File: config.mk
export PLATFORM = sky130hd
export DESIGN_NAME = wrap_up_counter
export DESIGN_NICKNAME = d
export VERILOG_FILES = /design/src/rtl/wrap_up_counter.sv
export SDC_FILE = /design/constraint.sdc
export NUM_CORES = 1
export LEC_CHECK = 0
export BUFFER_PORTS_ARGS = -buffer_cell sky130_fd_sc_hd__buf_2
export CAP_MARGIN = 10
export CORE_AREA = 2 2 39 41
export CTS_BUF_LIST = sky130_fd_sc_hd__clkbuf_8
export CTS_CLUSTER_SIZE = 40
export DETAILED_ROUTE_END_ITERATION = 16
export DIE_AREA = 0 0 41 43
export PLACE_DENSITY = 0.51
export SYNTH_ARGS = -nofsm -noshare
export SYNTH_HDL_FRONTEND = slang
export SYNTH_SLANG_ARGS = --single-unit
export TNS_END_PERCENT = 100
File: constraint.sdc
create_clock -name clk -period 1.95 [get_ports clk]
set_input_delay 0.0975 -clock clk [delete_from_list [all_inputs] [get_ports clk]]
set_output_delay 0.0975 -clock clk [all_outputs]
set_load 0.005 [all_outputs]
File: src/rtl/wrap_up_counter.sv
// wrap_up_counter: free-running WIDTH-bit up-counter, wraps mod 2^WIDTH.
// Ports: reset (sync, active-high), clk, count (registered), tc (opt).
//
// Optional feature macro: WRAP_UP_COUNTER_TC_EN
//   defined   -> trailing output tc = (count == all ones)
//   undefined -> three-port interface (reset, clk, count) only
//
// Port order is fixed so positional instances (reset, clk, count[, tc])
// bind correctly; #(N) positionally selects WIDTH.

module wrap_up_counter #(
  parameter int WIDTH = 8
) (
  input  logic             reset,
  input  logic             clk,
  output logic [WIDTH-1:0] count
`ifdef WRAP_UP_COUNTER_TC_EN
  ,
  output logic             tc
`endif
);

  logic [WIDTH-1:0] count_q;
  logic [WIDTH-1:0] count_d;

  // Truncating add gives the wrap from all ones back to zero.
  always_comb begin
    count_d = count_q + WIDTH'(1);
  end

  // Reset has priority over the increment, including at the wrap edge.
  always_ff @(posedge clk) begin
    if (reset) begin
      count_q <= '0;
    end else begin
      count_q <= count_d;
    end
  end

  assign count = count_q;

`ifdef WRAP_UP_COUNTER_TC_EN
  // Decoded from the register, so high exactly the cycle before a wrap.
  assign tc = &count_q;
`endif

endmodule

==> metrics.md <==
| Metric | Value |
|---|---|
| Combinational fraction of design power | approximately 4.3% |
| Finished Cell Area | about 410 sq um |
| Final setup vio count | 0 |
| Core area | 1384 sq um |
| Crit-path max FO | 5 |
| Int Power | ~0.31 mW |
| Worst Hold Class | in -> reg |
| Hold Buf Count CTS | 0 |
| RR Startpoint | count[0]$_SDFF_PP0_ |
| CTS clk-pin slew, worst paths | 0.04 ns |
| Initial core utilization | 21.97% |
| CP endpoint kind | flip-flop |
| CP Launch Type | flip-flop |
| Max Slew Vio Count | 0 |
| Antenna violations before repair | 0 |
| Synth Register Bits | 8 |
| Final setup margin | slightly below 0.7 ns |
| Max Freq | around 0.79 GHz |
| Number of flip-flops in the largest register | 8 |
| Total gr overflow | 0 |
| Sum Neg Setup Slack | 0 ns |
| PnR Total Power | 0.3876 mW |
| Yosys warns | 0 |
| Final Hold Fails | 0 |
| Setup crit start | count[0]$_SDFF_PP0_ |
| Main area contributors after synthesis | dfxtp_1 53%, or3_1 6.2%, xnor2_1 5.8% |
| Die area | ~1800 sq um |
| Reg2reg end | count[6]$_SDFF_PP0_ |
| Post-DRT Antenna Nets | 0 |
| CTS Buffer Depth | 2 |
| Worst hold slack | ~0.14 ns |
| Met2 usage in global routing | 10.63% |
| Crit Path Class | reg -> reg |
| GP Congestion | between 0.5 and 0.6 |
| First-pass GRT wire length | 979 um |
| Final Core Density | about 30% |
| Netlist cell types | 15 |
| Pleak | 0.1707 nW |
| Post-synth ARST share | 0% |
| Post-DR vias/cell | between 4 and 5 |
| PwrDens | around 950 nW/um^2 |
| Yosys top cell by area | dfxtp_1 |
| Total track usage | about 9% |
| Net count reported at finish | 49 |
| Worst Setup EP | count[6]$_SDFF_PP0_ |
| Via Count | between 200 and 300 |
| Critical path data required time | 2.11 ns |
| Synth cell count leaders | 8 x dfxtp_1, 4 x nor2_1, 3 x a21oi_1, 3 x o21ai_0, 3 x or3_1 |
| Seq/Total Area, Yosys | around 53% |
| Avg Inst Size Synth | ~9.2 sq um |
| FF-to-FF setup slack | between 0.6 and 0.7 ns |
| Most Crowded Layer GR | met2 |
| Std-Cell Rows | 14 |
| Placed Instance Area | between 300 and 400 sq um |
| Placed cells | 57 |
| Initial DRC count | 2 |
| Layout Skew | around 0.0041 ns |
| Outcome | complete, no violations |
| Worst Reg-to-Reg Cells | 4 |
| Wire length per cell | about 9 um |
| Area Overhead vs Synth | 33.74% |
| CTS H-Tree Depth | 1 |
| Met3 Use GR | under 10% |
| Clock Power Share | 50.5% |
| Yosys top cell area share | 52.67% |
| Worst Max-Slew Pin Slew | roughly 0.17 ns |
| Most frequent cell after synthesis | dfxtp_1 |
| First-pass detailed-route iteration total | 4 |
| Drt drc | 0 |
| Synth Instances | 33 |
| Sequential group share of total power | around 45% |
| Vias in the first global route | 230 |
| IO Port Bufs | 9 |
| Peak VDD IR | 0.5728 mV |
| Synth Net Count | 36 |
| Layout Cells excl Fill | 60 |
| Hold_sp | reset |
| Largest net degree at the start of global routing | 9 |
| ANT cells | 0 |
| Net Sw Frac | between 10% and 20% |
| Die width | 41 um |
| Min cycle time layout | around 1.3 ns |
| EDFF count, synth | 0 |
| Arrival time worst endpoint | 1.43 ns |
| Inserted Clock Buffers | 3 |
| Share of post-route cells with drive strength above 1 | between 20% and 30% |
| I/O Pins | 10 |
| Total Wirelength | 548 um |
| CP max-delay cell | dfxtp_1 |
| Post-place setup slack | 0.6862 ns |
| CTS tree | built |
| Fin crit share | ~65% |
| Clk root buf | clkbuf_8 |
| Clock sinks | 8 |
| Met1 Use GR | about a tenth |
| Psw | about 0.075 mW |
| Die Y | 43 um |
| Cts repair resizes | 0 |
| Synth Flop Type | dfxtp_1 |
| Slew headroom | around 89% |
| RSZ-0062 raised after global routing | false |
| CP peak stage delay | ~0.38 ns |
| Syn Std Cell Area | about 300 sq um |
| Max Cap Violations | 0 |
| Clock Latency Late Sink | around 0.23 ns |
| Setup Fix Bufs, Post-CTS | 0 |
| Cell breakdown of the critical path | ha_1 -> nand3_1 -> or3_1 -> a21oi_1 |
cell usage in the layout, fill, tap and decap left out:
cell type and instances:
nor2_1 4, dfxtp_1 8, ha_1 1, nor2b_1 1, inv_1 1, and3_2 1, buf_2 9, clkbuf_8 3
a21oi_1 3, o21ai_0 3, nand2_1 1, or3_1 3, nand3_1 2, xor2_1 1, xnor2_1 2, nand4_1 1
area by class of cell:
type / instances / area, sq um
repair buffers: 9 / 45.04
clock buffers: 3 / 41.29
well taps: 16 / 20.02
inverters: 1 / 3.754
fillers: 149 / 977.2
multi-input cells: 23 / 136.4
flip-flops and latches: 8 / 160.2
power by group through the flow:
stage / clock [mW] / combinational [mW] / sequential (mW)
after global placement: 0 / 0.0174 / 0.178
after CTS: 0.202 / 0.0171 / 0.175
final: 0.196 / 0.0165 / 0.175
after floorplan: 0 / 0.00906 / 0.178
after detailed placement: 0 / 0.0169 / 0.178
after global routing: 0.214 / 0.0189 / 0.176
how the worst min path moves through the flow:
stage                                      to  slack, ns  depth (start not counted)
final                     count[7]$_SDFF_PP0_       0.14                          2
after global routing      count[0]$_SDFF_PP0_       0.15                          2
after global placement    count[5]$_SDFF_PP0_       0.38                          2
after CTS                 count[6]$_SDFF_PP0_       0.14                          2
after detailed placement  count[0]$_SDFF_PP0_       0.38                          2
after floorplan           count[0]$_SDFF_PP0_       0.36                          2
layer usage:
metal	vias to the layer above	part of all wire (%)
met5	-	0
met4	0	0
met3	0	8.4
met2	12	44
met1	119	47
li1	135	-
worst max-delay path, delay by kind of cell (launching register included):
family | cells | cell delay, ns
compound gates | 1 | 0.14
simple gates | 2 | 0.49
flops | 1 | 0.38
fa+ha+maj | 1 | 0.20
logic make-up (layout without fill, tap and decap cells):
logic type | count (synthesis) | count (layout) | synth area share [%]
AND/OR/NAND/NOR | 13 | 13 | 22.22
XOR/XNOR | 3 | 3 | 8.644
AO/OA/AOI/OAI | 6 | 6 | 9.874
buffers and inverters | 2 | 13 | 2.467
flip-flops | 8 | 8 | 52.67
adder cells (fa/ha/maj) | 1 | 1 | 4.115
(Power assumes the default switching activity.)
